### config.mk
export PLATFORM = sky130hd
export DESIGN_NAME = fpm_round_pack_flat
export DESIGN_NICKNAME = d
export VERILOG_FILES = /design/src/rtl/fpm_pkg.sv /design/src/rtl/fpm_round_pack_if.sv /design/src/rtl/fpm_rne_round.sv /design/src/rtl/fpm_round_pack.sv /design/src/flat_wrapper.sv
export SDC_FILE = /design/constraint.sdc
export NUM_CORES = 1
export LEC_CHECK = 0
export BUFFER_PORTS_ARGS = -buffer_cell sky130_fd_sc_hd__clkbuf_2
export CORE_MARGIN = 5
export CORE_UTILIZATION = 58
export CTS_CLUSTER_SIZE = 24
export DETAILED_ROUTE_END_ITERATION = 7
export GPL_ROUTABILITY_DRIVEN = 1
export GPL_TIMING_DRIVEN = 0
export HOLD_SLACK_MARGIN = 0.03
export PLACE_DENSITY = 0.87
export REMOVE_ABC_BUFFERS = 1
export SYNTH_ARGS = -nofsm -noshare
export SYNTH_HDL_FRONTEND = slang
export SYNTH_HIERARCHICAL = 1
export SYNTH_SLANG_ARGS = --single-unit
export TNS_END_PERCENT = 100
### constraint.sdc
create_clock -name clk -period 5.07 [get_ports clk]
set_input_delay 0.507 -clock clk [delete_from_list [all_inputs] [get_ports clk]]
set_output_delay 0.507 -clock clk [all_outputs]
set_load 0.05 [all_outputs]
### src/rtl/fpm_pkg.sv
// Shared types and constants for the binary32 multiplier round/pack stage.
// Class encodings, pipeline bundle and flag bit positions.
package fpm_pkg;

    localparam int XLEN    = 32;
    localparam int FP_BIAS = 127;
    localparam int EXP_MAX = 255;
    localparam int MAN_W   = 23;
    localparam int EXP_W   = 8;

    localparam logic [31:0] CANON_NAN = 32'h7FC0_0000;

    typedef enum logic [1:0] {
        CLS_ZERO = 2'b00,
        CLS_NORM = 2'b01,
        CLS_INF  = 2'b10,
        CLS_NAN  = 2'b11
    } fp_cls_t;

    // flags = {invalid, overflow, underflow, inexact}
    localparam int FLG_INX = 0;
    localparam int FLG_UDF = 1;
    localparam int FLG_OVF = 2;
    localparam int FLG_INV = 3;

    // special-operand outcome decided in stage 1
    localparam logic [1:0] SP_NONE = 2'd0;
    localparam logic [1:0] SP_NAN  = 2'd1;
    localparam logic [1:0] SP_INF  = 2'd2;
    localparam logic [1:0] SP_ZERO = 2'd3;

    typedef struct packed {
        logic              sign;
        logic [1:0]        spec;
        logic [MAN_W-1:0]  man;
        logic              g;
        logic              s;
        logic signed [10:0] e;
    } s1_t;

endpackage

### src/rtl/fpm_round_pack_if.sv
// Handshake bundle between the mantissa multiplier, round/pack and consumer.
// The flags signal exists only when FPM_FLAGS_EN is defined.
interface fpm_round_pack_if;
    import fpm_pkg::*;

    logic            in_valid;
    logic            in_ready;
    logic            in_sign;
    logic [9:0]      in_exp;
    logic [47:0]     in_prod;
    logic [1:0]      in_a_class;
    logic [1:0]      in_b_class;
    logic            out_valid;
    logic            out_ready;
    logic [XLEN-1:0] result;
`ifdef FPM_FLAGS_EN
    logic [3:0]      flags;
`endif

    modport master (
        output in_valid, in_sign, in_exp, in_prod,
        output in_a_class, in_b_class, out_ready,
        input  in_ready, out_valid, result
`ifdef FPM_FLAGS_EN
        , input flags
`endif
    );

    modport slave (
        input  in_valid, in_sign, in_exp, in_prod,
        input  in_a_class, in_b_class, out_ready,
        output in_ready, out_valid, result
`ifdef FPM_FLAGS_EN
        , output flags
`endif
    );

endinterface

### src/rtl/fpm_rne_round.sv
// Round-to-nearest-even on a 23-bit fraction with guard and sticky.
// A carry out of the significand clears the fraction and bumps e.
module fpm_rne_round
    import fpm_pkg::*;
(
    input  logic [MAN_W-1:0]  man_i,
    input  logic              g_i,
    input  logic              s_i,
    input  logic signed [10:0] e_i,
    output logic [MAN_W-1:0]  man_o,
    output logic signed [10:0] e_o,
    output logic              inexact_o
);

    logic          up;
    logic [MAN_W:0] sum;

    // increment on guard, ties broken toward an even LSB
    always_comb begin
        up        = g_i & (s_i | man_i[0]);
        sum       = {1'b0, man_i} + {{MAN_W{1'b0}}, up};
        man_o     = sum[MAN_W-1:0];
        e_o       = e_i + {{10{1'b0}}, sum[MAN_W]};
        inexact_o = g_i | s_i;
    end

endmodule

### src/rtl/fpm_round_pack.sv
// Two-stage normalize / RNE round / pack for binary32 multiply.
// Define FPM_FLAGS_EN to add the {inv,ovf,udf,inx} flags output.
module fpm_round_pack
    import fpm_pkg::*;
(
    input  logic             clk,
    input  logic             rst,
    fpm_round_pack_if.slave  bus
);

    logic              s1_valid;
    logic              s2_valid;
    logic              s1_load;
    logic              s2_load;
    s1_t               s1_d;
    s1_t               s1_q;
    logic              inv_d;
    logic [MAN_W-1:0]  r_man;
    logic signed [10:0] r_e;
    logic              r_inx;
    logic              is_ovf;
    logic              is_udf;
    logic [XLEN-1:0]   res_d;
    logic [XLEN-1:0]   res_q;

    assign s2_load      = !s2_valid || bus.out_ready;
    assign s1_load      = !s1_valid || s2_load;
    assign bus.in_ready = s1_load;
    assign bus.out_valid = s2_valid;
    assign bus.result   = res_q;

    // normalize the product and classify special operands
    always_comb begin
        logic a_nan, b_nan, a_inf, b_inf, a_zero, b_zero;
        logic any_inf, any_zero;
        logic signed [10:0] e_ext;
        a_nan    = bus.in_a_class == CLS_NAN;
        b_nan    = bus.in_b_class == CLS_NAN;
        a_inf    = bus.in_a_class == CLS_INF;
        b_inf    = bus.in_b_class == CLS_INF;
        a_zero   = bus.in_a_class == CLS_ZERO;
        b_zero   = bus.in_b_class == CLS_ZERO;
        any_inf  = a_inf | b_inf;
        any_zero = a_zero | b_zero;
        inv_d    = any_inf & any_zero;
        e_ext    = {bus.in_exp[9], bus.in_exp};
        s1_d.sign = bus.in_sign;
        if (a_nan || b_nan || inv_d)
            s1_d.spec = SP_NAN;
        else if (any_inf)
            s1_d.spec = SP_INF;
        else if (any_zero)
            s1_d.spec = SP_ZERO;
        else
            s1_d.spec = SP_NONE;
        if (bus.in_prod[47]) begin
            s1_d.man = bus.in_prod[46:24];
            s1_d.g   = bus.in_prod[23];
            s1_d.s   = |bus.in_prod[22:0];
            s1_d.e   = e_ext + 11'sd1;
        end else begin
            s1_d.man = bus.in_prod[45:23];
            s1_d.g   = bus.in_prod[22];
            s1_d.s   = |bus.in_prod[21:0];
            s1_d.e   = e_ext;
        end
    end

    fpm_rne_round u_rnd (
        .man_i     (s1_q.man),
        .g_i       (s1_q.g),
        .s_i       (s1_q.s),
        .e_i       (s1_q.e),
        .man_o     (r_man),
        .e_o       (r_e),
        .inexact_o (r_inx)
    );

    assign is_ovf = r_e >= EXP_MAX;
    assign is_udf = r_e <= 0;

    // pack: specials first, then exponent range on the rounded value
    always_comb begin
        res_d = {s1_q.sign, r_e[EXP_W-1:0], r_man};
        if (s1_q.spec == SP_NAN)
            res_d = CANON_NAN;
        else if (s1_q.spec == SP_INF || (s1_q.spec == SP_NONE && is_ovf))
            res_d = {s1_q.sign, {EXP_W{1'b1}}, {MAN_W{1'b0}}};
        else if (s1_q.spec == SP_ZERO || is_udf)
            res_d = {s1_q.sign, {(XLEN-1){1'b0}}};
    end

    // stage 1 register: loads when empty or advancing
    always_ff @(posedge clk or posedge rst) begin
        if (rst) begin
            s1_valid <= 1'b0;
            s1_q     <= '0;
        end else if (s1_load) begin
            s1_valid <= bus.in_valid;
            if (bus.in_valid)
                s1_q <= s1_d;
        end
    end

    // stage 2 register: result held while the consumer stalls
    always_ff @(posedge clk or posedge rst) begin
        if (rst) begin
            s2_valid <= 1'b0;
            res_q    <= '0;
        end else if (s2_load) begin
            s2_valid <= s1_valid;
            if (s1_valid)
                res_q <= res_d;
        end
    end

`ifdef FPM_FLAGS_EN
    logic       inv_q;
    logic [3:0] flg_d;
    logic [3:0] flg_q;

    assign bus.flags = flg_q;

    // exception flags, aligned with the packed result
    always_comb begin
        flg_d = '0;
        if (s1_q.spec == SP_NAN) begin
            flg_d[FLG_INV] = inv_q;
        end else if (s1_q.spec == SP_NONE) begin
            if (is_ovf) begin
                flg_d[FLG_OVF] = 1'b1;
                flg_d[FLG_INX] = 1'b1;
            end else if (is_udf) begin
                flg_d[FLG_UDF] = 1'b1;
                flg_d[FLG_INX] = 1'b1;
            end else begin
                flg_d[FLG_INX] = r_inx;
            end
        end
    end

    // invalid travels with stage 1, flags with stage 2
    always_ff @(posedge clk or posedge rst) begin
        if (rst) begin
            inv_q <= 1'b0;
            flg_q <= '0;
        end else begin
            if (s1_load && bus.in_valid)
                inv_q <= inv_d;
            if (s2_load && s1_valid)
                flg_q <= flg_d;
        end
    end
`else
    logic unused_inx;
    logic unused_inv;
    assign unused_inx = r_inx;
    assign unused_inv = inv_d;
`endif

endmodule
### src/flat_wrapper.sv
// flat-port wrapper written by rule: the top's interface ports become plain ports
module fpm_round_pack_flat import fpm_pkg::*;
  (clk, rst, bus_in_valid, bus_in_sign, bus_in_exp, bus_in_prod, bus_in_a_class, bus_in_b_class, bus_out_ready, bus_in_ready, bus_out_valid, bus_result);
  fpm_round_pack_if bus_i ();
  input  logic clk;
  input  logic rst;
  input wire logic [$bits(bus_i.in_valid)-1:0] bus_in_valid;
  input wire logic [$bits(bus_i.in_sign)-1:0] bus_in_sign;
  input wire logic [$bits(bus_i.in_exp)-1:0] bus_in_exp;
  input wire logic [$bits(bus_i.in_prod)-1:0] bus_in_prod;
  input wire logic [$bits(bus_i.in_a_class)-1:0] bus_in_a_class;
  input wire logic [$bits(bus_i.in_b_class)-1:0] bus_in_b_class;
  input wire logic [$bits(bus_i.out_ready)-1:0] bus_out_ready;
  output wire logic [$bits(bus_i.in_ready)-1:0] bus_in_ready;
  output wire logic [$bits(bus_i.out_valid)-1:0] bus_out_valid;
  output wire logic [$bits(bus_i.result)-1:0] bus_result;
  assign bus_i.in_valid = bus_in_valid;
  assign bus_i.in_sign = bus_in_sign;
  assign bus_i.in_exp = bus_in_exp;
  assign bus_i.in_prod = bus_in_prod;
  assign bus_i.in_a_class = bus_in_a_class;
  assign bus_i.in_b_class = bus_in_b_class;
  assign bus_i.out_ready = bus_out_ready;
  assign bus_in_ready = bus_i.in_ready;
  assign bus_out_valid = bus_i.out_valid;
  assign bus_result = bus_i.result;
  fpm_round_pack u_core (.clk(clk), .rst(rst), .bus(bus_i));
endmodule
==> results.tsv, run 1 <==
stage	metric	value	unit
status	outcome	complete, no violations	
floorplanning	die width	93.5	um
timing	RSZ-0062 raised after global routing	false	
synthesis	synthesized instance count	446	
timing	Final Cycle Share	75.8	%
job	maxcap violations	0	
routing	Vias/cell	5.57	
routing	mean routed wirelength per cell	14.7	um
routing	First DRT Iteration DRCs	225	
floorplanning	row cnt	30	
floorplanning	DIE AREA	8740	sq um
worst_setup_path	CP Launch Type	register	
finish	most frequent cells in the layout	nand2_1 (112), clkbuf_2 (100), dfrtp_1 (73)	
finish	# nets final	610	
finish	fin util	70.5	%
routing	ANT nets after route	0	
worst_setup_path	endpoint type of the worst setup path	register	
clock_network	Root Driver	clkbuf_8	
worst_setup_path	CP required	5.27	ns
clock_network	hold buffers post-CTS	0	
timing	Fmax achieved	260	MHz
place	DP Area	4600	sq um
timing	TNS Setup	0	ns
worst_setup_path	crit path DAT	4.04	ns
floorplanning	Die Y	93.5	um
worst_setup_path	CP max FO	22	
routing	drt pass-1 iters	7	
floorplanning	Initial Utilization	59.5	%
timing	Slew headroom	15.6	%
synthesis	Syn Std Cell Area	4040	sq um
power	power density over the cells	326	nW/um^2
finish	share of cells above drive strength 1	25.8	%
global_route	grt ovf	0	
power	maximum VDD drop	0.140	mV
floorplanning	Top-Level Pins	101	
clock_network	CTS sink count	73	
global_route	first-pass GRT wire length	15700	um
global_route	initial antenna violation count	0	
routing	via count	3560	
global_route	number of global-route vias before repair	3481	
timing	Worst Tran Pin Value	1.27	ns
finish	number of diodes	0	
finish	fin area	4790	sq um
timing	final clock skew	0.00867	ns
timing	Final min period	3.84	ns
finish	most common cell after layout, fill and taps aside	nand2_1	
hold_path	worst min path class	in2async	
finish	Area Overhead vs Synth	18.5	%
timing	final hold vios	0	
clock_network	# resized after CTS	0	
finish	FILL cells	541	
routing	DRT Wirelength	9430	um
timing	Slew Viols, Final	0	
clock_network	number of CTS-inserted buffers	9	
clock_network	Worst-path clk slew	0.08	ns
clock_network	clock latency on the worst-skew pair	0.34	ns
worst_setup_path	Crit Path Category	reg2reg	
routing	DRC violations left	0	
synthesis	Avg Cell Area, Syn	9.06	sq um
clock_network	clk buf depth	2	
floorplanning	core area	6790	sq um
synthesis	Synth warnings	6	
place	post-detail-place hpwl	7080	um
place	Port Buffers	100	
place	Final GP Congestion	0.811	
timing	Hold Slack	0.330	ns
clock_network	CTS tree	yes	
timing	Final Setup Violations	0	
power	leak pwr	0.00224	uW
clock_network	H-tree Lvls	3	
global_route	largest net degree at the start of global routing	74	
global_route	all-layer global routing usage	22.4	%
clock_network	buffer count from post-CTS setup fixing	0	
-- flip-flops by register name, indices dropped and copies added, names as in the netlist --
signal                cells
u_core/bus.out_valid      1
u_core/s1_valid           1
u_core/bus.result        32
u_core/s1_q              39
-- path summary, 6_finish.rpt --
kind	start	to	slack (ns)	cells after the start
worst max register to register	u_core/s1_q[13]	u_core/bus.result[6]	1.23	15
min in group clk	bus_in_sign	u_core/s1_q[38]	0.41	2
max in group asynchronous	rst	u_core/s1_q[28]	4.19	2
worst max-delay path	u_core/s1_q[13]	u_core/bus.result[6]	1.23	15
worst min-delay path	rst	u_core/bus.result[29]	0.33	2
worst min register to register	u_core/bus.result[7]	u_core/bus.result[7]	0.48	2
-- through the flow --
step | worst slack, ns | std cells | total power [uW]
floorplan | 1.80 | 426 | 994
global placement | 1.46 | 622 | 1100
detailed placement | 1.28 | 623 | 1120
CTS | 1.28 | 639 | 1570
global route | 0.943 | 639 | 1650
finish | 1.23 | 639 | 1560
-- power breakdown --
part	switching (uW)	total [uW]	internal (uW)
sequential	74.4	728	654
clock	202	441	239
combinational	264	390	127
-- layout make-up --
type	instances	area, sq um	share of cell area, %
Multi-Input combinational cell	351	2120	44.2
Clock buffer	11	141	2.95
Timing Repair Buffer	101	520	10.9
Clock inverter	5	55.1	1.15
Inverter	2	10.0	0.209
Tap cell	96	120	2.51
Sequential cell	73	1830	38.1
-- per-layer routing --
metal | part of all wire [%] | wire, um | global-route usage, %
met3 | 5.8 | 549 | 3.70
met5 | 0 | 0 | 0
met4 | 1.8 | 169 | 9.04
met1 | 43 | 4030 | 29.5
met2 | 50 | 4680 | 36.7
-- worst max-delay path: stages (launching register included) --
cell,delay (ns)
dfrtp_1,0.38
o21a_1,0.12
ha_1,0.22
and3_1,0.20
and3_1,0.26
nand2_1,0.12
nor3_1,0.23
ha_1,0.21
ha_1,0.24
and3_1,0.22
nand3_1,0.12
xnor2_1,0.18
or4_1,0.54
nor2_1,0.15
or4b_4,0.35
o21ai_0,0.15
Note: power is estimated with default switching activity, not from simulation.
==> run 2, diff against run 1 <==
CORE_UTILIZATION = 48   (was 58)
PLACE_DENSITY = 0.77   (was 0.87)
clock period = 3.3 ns   (was 5.07 ns; I/O delays follow)
==> run 2 against run 1 <==
  * The flow now finishes with violations (negative setup slack)
  * Hold slack worse by 0.17 ns
  * Die area up 19%
  * Sequential share of layout area down 2.8 points
  * Highest routed layer unchanged
  * First-iteration DRC count down 26%
  * Critical path type unchanged
  * Power up 63%
  * Core utilization down 7.7 points
  * Design area up 7.8%
  * Largest cell class unchanged
==> results.tsv, run 2 (synthesis gave the netlist of run 1 again) <==
stage	metric	value	unit	change
finish	register area	1830	sq um	unchanged
timing	Worst Tran Pin Value	1.28	ns	+0.0165 ns
global_route	GR peak layer	met2		
finish	share of cells above drive strength 1	33.2	%	+7.4 points
clock_network	number of CTS-inserted buffers	9		unchanged
finish	number of diodes	0		unchanged
worst_setup_path	crit path buf inv count	2		+2
worst_setup_path	r2r worst-path depth	15		unchanged
worst_setup_path	delay-heaviest family, CP	simple AND/OR/NAND/NOR gates		
finish	area of the multi-input gates	2370	sq um	+12%
finish	Reg with most FFs	u_core/s1_q		
worst_setup_path	crit path cell chain	o21a_1, ha_2, and3_4, and3_4, nand2_4, nor3_4, ha_4, ha_4, buf_4, buf_4, xor2_1, or4_1, o311ai_2, and3_1, a311oi_1		
timing	final clock skew	0.00359	ns	-0.00508 ns
finish	most frequent cells in the layout	nand2_1 (111), clkbuf_2 (100), dfrtp_1 (73)		
status	failing checks	negative setup slack		
global_route	largest net degree at the start of global routing	74		unchanged
global_route	first-pass GRT wire length	16300	um	+3.7%
power	sw frac	34.3	%	-0.29 points
timing	Final Setup Violations	22		+22
clock_network	clk buf depth	2		unchanged
finish	# nets final	625		+2.5%
global_route	grt ovf	0		unchanged
clock_network	hold buffers post-CTS	0		unchanged
floorplanning	DIE AREA	10400	sq um	+19%
clock_network	Worst-path clk slew	0.07	ns	about the same
place	Port Buffers	100		unchanged
routing	drt pass-1 iters	5		-2
clock_network	Root Driver	clkbuf_8		
place	Final GP Congestion	0.856		+5.6%
finish	fin util	62.9	%	-7.7 points
routing	mean routed wirelength per cell	15.7	um	+6.5%
routing	DRC violations left	0		unchanged
job	maxcap violations	0		unchanged
clock_network	clock latency on the worst-skew pair	0.34	ns	about the same
timing	Final min period	3.40	ns	-0.439 ns
routing	via count	3669		+3.1%
global_route	all-layer global routing usage	19.8	%	-2.6 points
global_route	GRT met2 Usage	32.2	%	-4.5 points
power	total power	2540	uW	+63%
worst_setup_path	CP max FO	4		-82%
power	Clk pwr share	29.7	%	+1.4 points
timing	Final Cycle Share	103	%	+27 points
place	post-detail-place hpwl	6860	um	-3.2%
clock_network	H-tree Lvls	3		unchanged
worst_setup_path	Reg-to-Reg Start	u_core/s1_q[11]		
routing	Vias/cell	5.54		-0.52%
clock_network	CTS sink count	73		unchanged
status	outcome	finished, violations left		
power	Int Power	1670	uW	+64%
global_route	number of global-route vias before repair	3565		+2.4%
routing	DRT Wirelength	10400	um	+10%
finish	max reg flops	39		unchanged
timing	final hold vios	0		unchanged
power	maximum VDD drop	0.181	mV	+29%
worst_setup_path	crit path DAT	3.56	ns	-0.48 ns
worst_setup_path	R2R setup slack	-0.10	ns	-1.33 ns
floorplanning	die width	102	um	+8.9%
routing	First DRT Iteration DRCs	167		-26%
timing	Slew Viols, Final	0		unchanged
global_route	met3 usage	3.93	%	+0.22 points
floorplanning	core area	8220	sq um	+21%
floorplanning	Die Y	102	um	+8.9%
routing	ANT nets after route	0		unchanged
timing	final worst slack	-0.104	ns	-1.33 ns
power	leak pwr	0.00238	uW	+6.2%
power	power density over the cells	492	nW/um^2	+51%
worst_setup_path	CP Launch Type	register		
floorplanning	Initial Utilization	49.2	%	-10 points
global_route	global routing usage on met1	26.3	%	-3.2 points
timing	Slew headroom	14.5	%	-1.1 points
floorplanning	row cnt	33		+10%
timing	Fmax achieved	294	MHz	+13%
global_route	initial antenna violation count	0		unchanged
finish	most common cell after layout, fill and taps aside	nand2_1		
finish	FILL cells	665		+23%
power	Reg power frac	44.5	%	-2.2 points
power	Comb pwr share	25.8	%	+0.8 points
finish	Area Overhead vs Synth	27.8	%	
worst_setup_path	Critical-path top delay cell	or4_1		
worst_setup_path	endpoint type of the worst setup path	register		
worst_setup_path	max incr delay on CP	0.65	ns	+0.11 ns
clock_network	CTS tree	yes		
floorplanning	Top-Level Pins	101		unchanged
place	DP Area	4610	sq um	+0.25%
worst_setup_path	Crit Path Category	reg2reg		
timing	RSZ-0062 raised after global routing	true		
power	Net Switching	873	uW	+62%
hold_path	worst min path class	in2async		
finish	fin area	5160	sq um	+7.8%
worst_setup_path	CP required	3.46	ns	-1.81 ns
worst_setup_path	Reg-to-Reg End	u_core/bus.result[22]		
run 2: changes by cell type in the layout (fill, tap and decap cells not counted), sizes merged:
cell	previous run	this run
bufinv	1	2
or4b	1	4
buf	1	13
clkbuf	111	110
clkinv	2	1
run 2: timing repair:
item	CTS	global route
resized for setup	22	25
pin swaps	11	39
setup endpoints to repair	31	31
setup buffers	7	5
gates cloned	3	0
endpoints found under the hold margin	0	0
run 2: worst register-to-register path, cell delays in order, from the launching register on:
cell      delay (ns)
dfrtp_1         0.39
o21a_1          0.20
ha_2            0.19
and3_4          0.18
and3_4          0.18
nand2_4         0.07
nor3_4          0.05
ha_4            0.19
ha_4            0.18
buf_4           0.13
buf_4           0.12
xor2_1          0.18
or4_1           0.65
o311ai_2        0.28
and3_1          0.19
a311oi_1        0.05
run 2: worst max path at each step:
stage	startpoint	end	slack (ns)	cells after the start
after floorplan	u_core/s1_q[13]	u_core/bus.result[6]	0.03	15
after global placement	u_core/s1_q[13]	u_core/bus.result[7]	-0.33	15
after detailed placement	u_core/s1_q[13]	u_core/bus.result[7]	-0.41	15
after CTS	u_core/s1_q[13]	u_core/bus.result[22]	0.01	15
after global routing	u_core/s1_q[11]	u_core/bus.result[22]	-0.20	15
final	u_core/s1_q[11]	u_core/bus.result[22]	-0.10	15
run 2: power groups by stage:
stage               Sequential [uW]  Clock, uW  Combinational (uW)
floorplan                      1250          0                 282
global placement               1120          0                 577
detailed placement             1130          0                 592
CTS                            1120        766                 624
global route                   1140        814                 715
finish                         1130        755                 656
run 2: area by class of cell:
cell class	instances	share of cell area (%)
Clock buffer	10	2.66
Clock inverter	5	1.55
Inverter	2	0.194
Multi-Input combinational cell	354	45.9
Sequential cell	73	35.4
Tap cell	105	2.54
Timing Repair Buffer	113	11.8
run 2: per-stage QoR:
| step | TNS, ns | hold WS [ns] | worst slack, ns | cells |
|---|---|---|---|---|
| floorplan | 0 | 0.438 | 0.0332 | 426 |
| global placement | -6.78 | 0.463 | -0.333 | 631 |
| detailed placement | -9.37 | 0.472 | -0.414 | 632 |
| CTS | 0 | 0.176 | 0.0111 | 657 |
| global route | -3.21 | 0.221 | -0.199 | 662 |
| finish | -0.475 | 0.161 | -0.104 | 662 |
run 2: metal layers:
metal | wire (um) | vias up
li1 | - | 1772
met1 | 4430 | 1729
met2 | 5140 | 143
met3 | 602 | 25
met4 | 233 | 0
met5 | 0 | -
